File: src/rtl/block_mem_responder_pkg.sv
// Shared definitions for the block memory responder: default widths, block size,
// wait-counter width and the FSM state encoding used by the cache/control pair.
package block_mem_responder_pkg;

    localparam int DEF_ADDR_W      = 15;
    localparam int DEF_DATA_W      = 32;
    localparam int WORDS_PER_BLOCK = 4;
    localparam int CNT_W           = 4;

    typedef enum logic [1:0] {
        S_IDLE = 2'd0,
        S_WAIT = 2'd1,
        S_DONE = 2'd2
    } state_t;

endpackage

File: src/rtl/block_mem_responder_if.sv
// Block-refill bus between the cache controller (master) and main memory (slave).
interface block_mem_responder_if
    import block_mem_responder_pkg::*;
#(
    parameter int ADDR_W = DEF_ADDR_W,
    parameter int DATA_W = DEF_DATA_W
);

    logic              read;
    logic [ADDR_W-1:0] adr;
    logic              done;
    logic [DATA_W-1:0] data1;
    logic [DATA_W-1:0] data2;
    logic [DATA_W-1:0] data3;
    logic [DATA_W-1:0] data4;

    modport master (
        output read, adr,
        input  done, data1, data2, data3, data4
    );

    modport slave (
        input  read, adr,
        output done, data1, data2, data3, data4
    );

endinterface

File: src/rtl/block_mem_responder_mem_array.sv
// Main-memory storage with a 4-word combinational read at a block-aligned base.
module mem_array
    import block_mem_responder_pkg::*;
#(
    parameter int ADDR_W = DEF_ADDR_W,
    parameter int DATA_W = DEF_DATA_W,
    parameter int DEPTH  = 2**ADDR_W
) (
    input  logic [ADDR_W-1:0]                      base,
    output logic [WORDS_PER_BLOCK-1:0][DATA_W-1:0] words
);

    localparam int IDX_W = $clog2(DEPTH);

    // The array has no write path, so every word keeps its initial value mem[i] = i
    // and a read reduces to zero-extending the word index.
    function automatic logic [DATA_W-1:0] init_word(input logic [IDX_W-1:0] idx);
        init_word = DATA_W'(idx);
    endfunction

    always_comb begin
        for (int w = 0; w < WORDS_PER_BLOCK; w++) begin
            words[w] = init_word(IDX_W'(base) + IDX_W'(w));
        end
    end

endmodule

File: src/rtl/block_mem_responder.sv
// Single-clock main-memory responder: accepts a block read, waits LATENCY cycles,
// returns a 4-word block with a 4-phase read/done handshake and counts completed reads.
module block_mem_responder
    import block_mem_responder_pkg::*;
#(
    parameter int ADDR_W  = DEF_ADDR_W,
    parameter int DATA_W  = DEF_DATA_W,
    parameter int LATENCY = 5,
    parameter int DEPTH   = 2**ADDR_W
) (
    input  logic                  clk,
    input  logic                  rst,
    block_mem_responder_if.slave  bus,
    output logic                  busy,
    output logic [ADDR_W-1:0]     rd_count
);

    state_t                                 state;
    state_t                                 next_state;
    logic [CNT_W-1:0]                       wait_cnt;
    logic [ADDR_W-1:0]                      base;
    logic [WORDS_PER_BLOCK-1:0][DATA_W-1:0] blk_words;
    logic [WORDS_PER_BLOCK-1:0][DATA_W-1:0] data_q;
    logic                                   done;
    logic                                   accept;
    logic                                   finish;

    assign accept = (state == S_IDLE) && bus.read;
    assign finish = (state == S_WAIT) && bus.read && (wait_cnt == '0);

    mem_array #(
        .ADDR_W (ADDR_W),
        .DATA_W (DATA_W),
        .DEPTH  (DEPTH)
    ) u_mem (
        .base  (base),
        .words (blk_words)
    );

    always_ff @(posedge clk or posedge rst) begin
        if (rst) begin
            state <= S_IDLE;
        end else begin
            state <= next_state;
        end
    end

    always_comb begin
        next_state = state;
        case (state)
            S_IDLE: if (bus.read) next_state = S_WAIT;
            S_WAIT: begin
                if (!bus.read)            next_state = S_IDLE;
                else if (wait_cnt == '0)  next_state = S_DONE;
            end
            S_DONE: if (!bus.read) next_state = S_IDLE;
            default: next_state = S_IDLE;
        endcase
    end

    // done and busy are pure decodes of the registered state, so they change only on edges.
    always_comb begin
        done = (state == S_DONE);
        busy = (state != S_IDLE);
    end

    always_ff @(posedge clk or posedge rst) begin
        if (rst) begin
            wait_cnt <= '0;
            base     <= '0;
            data_q   <= '0;
            rd_count <= '0;
        end else begin
            if (accept) begin
                base     <= bus.adr & ~ADDR_W'(WORDS_PER_BLOCK - 1);
                wait_cnt <= CNT_W'(LATENCY - 1);
            end else if ((state == S_WAIT) && (wait_cnt != '0)) begin
                wait_cnt <= wait_cnt - 1'b1;
            end
            if (finish) begin
                data_q   <= blk_words;
                rd_count <= rd_count + 1'b1;
            end
        end
    end

    assign bus.done  = done;
    assign bus.data1 = data_q[0];
    assign bus.data2 = data_q[1];
    assign bus.data3 = data_q[2];
    assign bus.data4 = data_q[3];

endmodule

File: src/flat_wrapper.sv
// flat-port wrapper written by rule: the top's interface ports become plain ports
module block_mem_responder_flat import block_mem_responder_pkg::*;
#(
    parameter int ADDR_W  = DEF_ADDR_W,
    parameter int DATA_W  = DEF_DATA_W,
    parameter int LATENCY = 5,
    parameter int DEPTH   = 2**ADDR_W
)
  (clk, rst, busy, rd_count, bus_read, bus_adr, bus_done, bus_data1, bus_data2, bus_data3, bus_data4);
  block_mem_responder_if #(.ADDR_W(ADDR_W), .DATA_W(DATA_W)) bus_i ();
  input  logic clk;
  input  logic rst;
  output logic busy;
  output logic [ADDR_W-1:0] rd_count;
  input wire logic [$bits(bus_i.read)-1:0] bus_read;
  input wire logic [$bits(bus_i.adr)-1:0] bus_adr;
  output wire logic [$bits(bus_i.done)-1:0] bus_done;
  output wire logic [$bits(bus_i.data1)-1:0] bus_data1;
  output wire logic [$bits(bus_i.data2)-1:0] bus_data2;
  output wire logic [$bits(bus_i.data3)-1:0] bus_data3;
  output wire logic [$bits(bus_i.data4)-1:0] bus_data4;
  assign bus_i.read = bus_read;
  assign bus_i.adr = bus_adr;
  assign bus_done = bus_i.done;
  assign bus_data1 = bus_i.data1;
  assign bus_data2 = bus_i.data2;
  assign bus_data3 = bus_i.data3;
  assign bus_data4 = bus_i.data4;
  block_mem_responder #(.ADDR_W(ADDR_W), .DATA_W(DATA_W), .LATENCY(LATENCY), .DEPTH(DEPTH)) u_core (.clk(clk), .rst(rst), .bus(bus_i), .busy(busy), .rd_count(rd_count));
endmodule
File: config.mk
export PLATFORM = sky130hd
export DESIGN_NAME = block_mem_responder_flat
export DESIGN_NICKNAME = d
export VERILOG_FILES = /design/src/rtl/block_mem_responder_pkg.sv /design/src/rtl/block_mem_responder_if.sv /design/src/rtl/block_mem_responder_mem_array.sv /design/src/rtl/block_mem_responder.sv /design/src/flat_wrapper.sv
export SDC_FILE = /design/constraint.sdc
export NUM_CORES = 1
export LEC_CHECK = 0
export BUFFER_PORTS_ARGS = -buffer_cell sky130_fd_sc_hd__buf_2
export CELL_PAD_IN_SITES_DETAIL_PLACEMENT = 1
export CELL_PAD_IN_SITES_GLOBAL_PLACEMENT = 1
export CORE_MARGIN = 1
export CORE_UTILIZATION = 46
export DETAILED_ROUTE_END_ITERATION = 10
export PLACE_DENSITY_LB_ADDON = 0.1
export SLEW_MARGIN = 20
export SYNTH_ARGS = -nofsm -noshare
export SYNTH_HDL_FRONTEND = slang
export SYNTH_HIERARCHICAL = 1
export SYNTH_SLANG_ARGS = --single-unit
export TNS_END_PERCENT = 30
File: constraint.sdc
create_clock -name clk -period 6.4 [get_ports clk]
set_input_delay 0.64 -clock clk [delete_from_list [all_inputs] [get_ports clk]]
set_output_delay 0.64 -clock clk [all_outputs]
set_load 0.02 [all_outputs]
==> impl_metrics.py, run 1 <==
metrics = {
    "status": {
        "outcome": "complete, no violations",
    },
    "floorplan": {
        "die_w_um": 132,
        "die_y_um": 132,
        "ioPinCount": 163,
        "fp.coreArea_um2": 16500,
        "fp-row-count": 47,
        "dieArea_um2": 17400,
        "initial_core_util": 0.471,
    },
    "cells_and_area": {
        "diodes": 0,
        "area_growth_pct": 14.1,
        "nets": 782,
        "drive_above_1_share": 0.304,
        "fill_cells": 1777,
        "fin_util": 0.538,
    },
    "drt": {
        "ant_nets": 0,
        "avgViaCountPerCell": 4.67,
        "drc_errors": 0,
        "drt_first_iter_violations": 190,
        "drtPass1Iterations": 4,
        "avgRoutedWirePerCell_um": 16.1,
        "vias": 4632,
        "wirelength_um": 15900,
    },
    "synthesis": {
        "netlist_instances": 607,
        "yosys_warnings": 6,
        "yosysTopAreaCellShare": 0.521,
        "ys_ff_latch": 162,
        "synth_compound_area_frac": 0.00386,
        "synth.area.top_cells": "dfrtp_1 (52%), mux2_1 (14%), buf_4 (9.0%), mux2_2 (4.2%), xor2_1 (3.0%)",
        "avgSynthCellArea_um2": 12.8,
        "synthAdderAreaFrac": 0.00964,
        "synthXorXnorAreaFrac": 0.0596,
        "synth_edf_count": 0,
        "synthesis.area_um2": 7780,
        "yosys.cell_types.count": 42,
        "ys_seq_area_frac": 0.521,
        "synth_top_family_by_area": "multiplexers",
        "post-synth-top-area-cell": "dfrtp_1",
        "synth_ff_type": "dfrtp_1",
        "synth-simple-area-share": 0.0929,
        "ys_async_sr_fraction": 1.00,
        "synthMuxAreaShare": 0.188,
    },
    "pwr": {
        "sw_frac_of_total": 0.377,
        "ir_drop_v": 0.000193,
        "power.leakage_nw": 4.59,
        "power_density_nw_per_um2": 485,
        "p_int_w": 0.00268,
        "p_switching_w": 0.00162,
        "p_seq_frac": 0.401,
        "p_comb_frac": 0.348,
        "clkPwrFrac": 0.251,
    },
    "global_routing": {
        "grt_pass1_wl_um": 27300,
        "grt_max_degree": 95,
        "track_usage": 0.203,
        "grt_remaining_overflow": 0,
        "grt_antenna_before_repair": 0,
        "grt_pass1_vias": 5114,
    },
    "timing": {
        "clock_skew_ps": 9.39,
        "rsz0062_at_grt": "false",
        "min_period_ps": 2840,
        "tns_ps": 0,
        "worstMarginPinSlew_ps": 990,
        "max_freq_mhz": 352,
        "hold_violations": 0,
        "maxSlewHeadroom": 0.338,
        "period_share": 0.445,
        "maxSlewViolCount": 0,
        "setup_viol": 0,
    },
    "clock_tree": {
        "ctsHoldBuffers": 0,
        "post_cts_buffers": 0,
        "cts_tree": "yes",
        "cts_buffers": 17,
        "post_cts_resized": 0,
        "cts_sinks": 162,
        "clockBufferDepth": 2,
        "clkLatencyLatePin_ps": 430,
        "clk_pin_slew_ps": 60,
        "root_buffer": "clkbuf_16",
        "htree_levels": 4,
    },
    "critical_path": {
        "arrival_ps": 3160,
        "cp-start-kind": "flop",
        "path_class": "reg2reg",
        "cp_max_fo": 71,
        "cp_cell_sequence": "inv_1 > ha_1 > nand4bb_4 > nor2_8 > buf_4 > mux2_2",
        "crit_required_ps": 6710,
        "end_kind": "flop",
        "slowest_stage": "buf_4",
        "max_stage_delay_ps": 780,
    },
    "flow_run": {
        "cap_violations": 0,
    },
    "placed_design": {
        "dp_hpwl_um": 11200,
        "gp_congestion": 0.756,
        "io_buffer_count": 160,
    },
    "hold_path": {
        "hp-class": "in2async",
    },
}
==> cells by family (layout without fill, tap and decap cells) <==
kind of cell | count (synthesis) | in the layout
fa+ha+maj | 6 | 6
other cells | 2 | 83
flops | 162 | 162
compound gates | 5 | 5
xor+xnor | 53 | 53
buf+inv | 121 | 204
mux | 130 | 130
simple gates | 128 | 128
==> registers in the layout (all words and copies together), names as in the netlist <==
name              cells
u_core/base          13
u_core/bus.data1     32
u_core/bus.data2     32
u_core/bus.data3     32
u_core/bus.data4     32
u_core/rd_count      15
u_core/state          2
u_core/wait_cnt       4
==> cell usage in the layout, fill, tap and decap left out, types with 5 or more instances in the layout <==
cell | Yosys | final
dfrtp_1 | 162 | 162
buf_2 | 4 | 160
mux2_1 | 100 | 100
conb_1 | 2 | 83
nand2_1 | 53 | 53
mux2_2 | 29 | 29
xor2_1 | 27 | 27
xnor2_1 | 26 | 26
clkbuf_16 | 0 | 17
nor2_1 | 12 | 12
nor3_1 | 11 | 11
nand4_1 | 11 | 11
nand3_1 | 9 | 9
inv_1 | 9 | 8
ha_1 | 6 | 6
nor4_1 | 5 | 5
==> final timing paths <==
| kind | start | end | slack, ps | cells after the start |
|---|---|---|---|---|
| worst max-delay path | u_core/wait_cnt[0] | u_core/bus.data4[13] | 3560 | 6 |
| worst min-delay path | rst | u_core/bus.data4[24] | 390 | 2 |
| worst max register to register | u_core/wait_cnt[0] | u_core/bus.data4[13] | 3560 | 6 |
| worst min register to register | u_core/bus.data2[8] | u_core/bus.data2[8] | 480 | 1 |
| max in group asynchronous | rst | u_core/bus.data4[5] | 4620 | 3 |
| min in group clk | bus_adr[13] | u_core/base[13] | 400 | 3 |
==> synthesized netlist by cell type, types with 2 or more instances <==
cell / number
buf_4: 93
conb_1: 2
a31oi_1: 2
nand2_1: 53
mux2_1: 100
nor2_1: 12
nor3_1: 11
buf_2: 4
and4_1: 4
ha_1: 6
dfrtp_1: 162
nand3_1: 9
buf_8: 12
or2_2: 2
and2_1: 3
and3_1: 3
inv_1: 9
xor2_1: 27
mux2_2: 29
xnor2_1: 26
nand4b_1: 2
nand4_1: 11
nand4_4: 2
nor4_1: 5
==> cell type report <==
cell class,count,area (µm²),area share
clock buffer,20,447,0.0503
clock inverter,12,180,0.0203
inverter,9,38.8,0.00437
multi-input combinational,405,3070,0.345
sequential,162,4050,0.456
tap,220,275,0.0310
timing repair buffer,163,823,0.0927
==> layer usage <==
layer / track usage / wire [µm]
met1: 0.249 / 6800
met2: 0.338 / 8140
met3: 0.0569 / 775
met4: 0.0769 / 196
met5: 0 / 0
==> power by group through the flow <==
stage	Sequential (W)	Combinational [W]	Clock [W]
global route	0.00180	0.00161	0.00115
floorplan	0.00213	0.000644	0
CTS	0.00174	0.00152	0.00111
detailed placement	0.00175	0.00151	0
global placement	0.00171	0.00147	0
finish	0.00173	0.00150	0.00108
==> critical path, delay by kind of cell, from the launching register on <==
| family | cells | cell delay, ps |
|---|---|---|
| DFF | 1 | 410 |
| adders and majority gates | 1 | 270 |
| buffers and inverters | 2 | 880 |
| muxes | 1 | 420 |
| and+or+nand+nor | 2 | 630 |
==> stage by stage <==
step / cell area [µm²] / cells / hold WS, ps / total power, W / worst slack [ps]
final: 8880 / 991 / 386 / 0.00430 / 3560
after global routing: 8880 / 991 / 396 / 0.00456 / 3400
after CTS: 8880 / 991 / 377 / 0.00437 / 3540
after detailed placement: 8260 / 959 / 463 / 0.00327 / 3550
after global placement: 8260 / 959 / 460 / 0.00318 / 3690
after floorplan: 8090 / 688 / 464 / 0.00278 / 1380
No activity file was read; power rests on OpenSTA's default activity.
==> run 2: changes to the inputs <==
- clock period: 6.4 -> 2.9 ns (I/O delays scaled with it)
==> run 2 against run 1 <==
  * Sequential cell count is the same
  * Sequential power grew 120%
  * Clock power grew 100%
  * Fmax grew 28%
  * Critical path type unchanged
  * Largest power group unchanged
==> impl_metrics.py, run 2 (synthesis gave the netlist of run 1 again) <==
metrics = {
    "floorplan": {
        "ioPinCount": 163,
        "die_w_um": 132,
        "fp-row-count": 47,
        "fp.coreArea_um2": 16500,
        "initial_core_util": 0.471,
        "die_y_um": 132,
        "dieArea_um2": 17400,
    },
    "timing": {
        "max_freq_mhz": 450,
        "whs_ps": 16.4,
        "tns_ps": 0,
        "maxSlewHeadroom": 0.434,
        "rsz0062_at_grt": "false",
        "maxSlewViolCount": 0,
        "setup_viol": 0,
        "worstMarginPinSlew_ps": 846,
        "period_share": 0.766,
        "hold_violations": 0,
        "min_period_ps": 2220,
        "clock_skew_ps": 12.1,
    },
    "cells_and_area": {
        "diodes": 0,
        "fill_cells": 1791,
        "final_common_cell": "dfrtp_1",
        "fin_util": 0.541,
        "area_growth_pct": 14.8,
        "nets": 785,
        "final_cell_mix": "dfrtp_1 (162), buf_2 (160), mux2_1 (100)",
        "design_area_um2": 8930,
        "drive_above_1_share": 0.309,
    },
    "drt": {
        "avgRoutedWirePerCell_um": 15.9,
        "ant_nets": 0,
        "avgViaCountPerCell": 4.67,
        "drtPass1Iterations": 4,
        "wirelength_um": 15800,
        "vias": 4644,
        "drt_first_iter_violations": 131,
        "drc_errors": 0,
    },
    "pwr": {
        "clkPwrFrac": 0.237,
        "sw_frac_of_total": 0.381,
        "p_seq_frac": 0.407,
        "power.leakage_nw": 4.60,
        "p_int_w": 0.00577,
        "power_density_nw_per_um2": 1040,
        "p_comb_frac": 0.355,
        "p_switching_w": 0.00356,
        "ir_drop_v": 0.000464,
    },
    "placed_design": {
        "placed_area_um2": 8340,
        "dp_hpwl_um": 11400,
        "io_buffer_count": 160,
        "gp_congestion": 0.773,
    },
    "global_routing": {
        "grt_max_degree": 67,
        "grt_pass1_wl_um": 27000,
        "track_usage": 0.200,
        "grt_pass1_vias": 5118,
        "grt_antenna_before_repair": 1,
        "grt_remaining_overflow": 0,
    },
    "clock_tree": {
        "post_cts_buffers": 0,
        "cts_tree": "yes",
        "clkLatencyLatePin_ps": 430,
        "htree_levels": 4,
        "ctsHoldBuffers": 0,
        "root_buffer": "clkbuf_16",
        "post_cts_resized": 0,
        "cts_sinks": 162,
        "clockBufferDepth": 2,
        "cts_buffers": 17,
        "clk_pin_slew_ps": 70,
    },
    "critical_path": {
        "end_kind": "flop",
        "r2r_start": "u_core/wait_cnt[0]",
        "crit_required_ps": 3190,
        "path_class": "reg2reg",
        "arrival_ps": 2520,
        "reg2reg_to": "u_core/bus.data3[16]",
        "cp_max_fo": 38,
        "r2r_slack_ps": 680,
        "cp-start-kind": "flop",
        "crit_start": "u_core/wait_cnt[0]",
        "worst-r2r-cell-count": 6,
    },
    "flow_run": {
        "cap_violations": 0,
    },
    "status": {
        "outcome": "complete, no violations",
    },
    "hold_path": {
        "hp-class": "in2async",
    },
}
run 2: cell type report:
class | instances | area [µm²] | area share
multi-input cells | 405 | 3070 | 0.343
inverters | 9 | 37.5 | 0.00420
flip-flops and latches | 162 | 4050 | 0.454
clock inverters | 10 | 98.8 | 0.0111
clock buffers | 22 | 494 | 0.0553
repair buffers | 166 | 908 | 0.102
well taps | 220 | 275 | 0.0308
run 2: metal layers:
metal | GRT usage | up-vias | share of wire
met4 | 0.0762 | 0 | 0.015
met2 | 0.340 | 108 | 0.51
met3 | 0.0496 | 16 | 0.048
met5 | 0 | - | 0
met1 | 0.246 | 2337 | 0.42
li1 | - | 2183 | -
run 2: through the flow:
step                      cells  setup slack (ps)  total power [W]
after global placement      962               764          0.00703
after CTS                   994               660          0.00948
after global routing        994               568          0.00991
after detailed placement    962               685          0.00723
after floorplan             688               553          0.00613
final                       994               678          0.00934
run 2: worst max-delay path by stage:
| stage | end | cells after the start | slack [ps] |
|---|---|---|---|
| 2_1_floorplan | u_core/base[10] | 1 | 550 |
| 3_3_place_gp | u_core/bus.data4[7] | 6 | 760 |
| 3_5_place_dp | u_core/bus.data3[30] | 6 | 690 |
| 4_1_cts | u_core/bus.data3[16] | 6 | 660 |
| 5_1_grt | u_core/bus.data2[16] | 6 | 570 |
| 6_report | u_core/bus.data3[16] | 6 | 680 |
run 2: worst max-delay path: stages (launching register included):
cell       delay (ps)
dfrtp_1           400
inv_1              90
ha_1              280
nand4bb_4         210
nor2_8            400
buf_12            290
mux2_1            390
run 2: power groups by stage:
| stage | sequential [W] | combinational (W) | clock [W] |
|---|---|---|---|
| floorplan | 0.00471 | 0.00142 | 0 |
| global placement | 0.00377 | 0.00326 | 0 |
| detailed placement | 0.00387 | 0.00336 | 0 |
| CTS | 0.00383 | 0.00337 | 0.00228 |
| global route | 0.00396 | 0.00358 | 0.00237 |
| finish | 0.00380 | 0.00332 | 0.00221 |
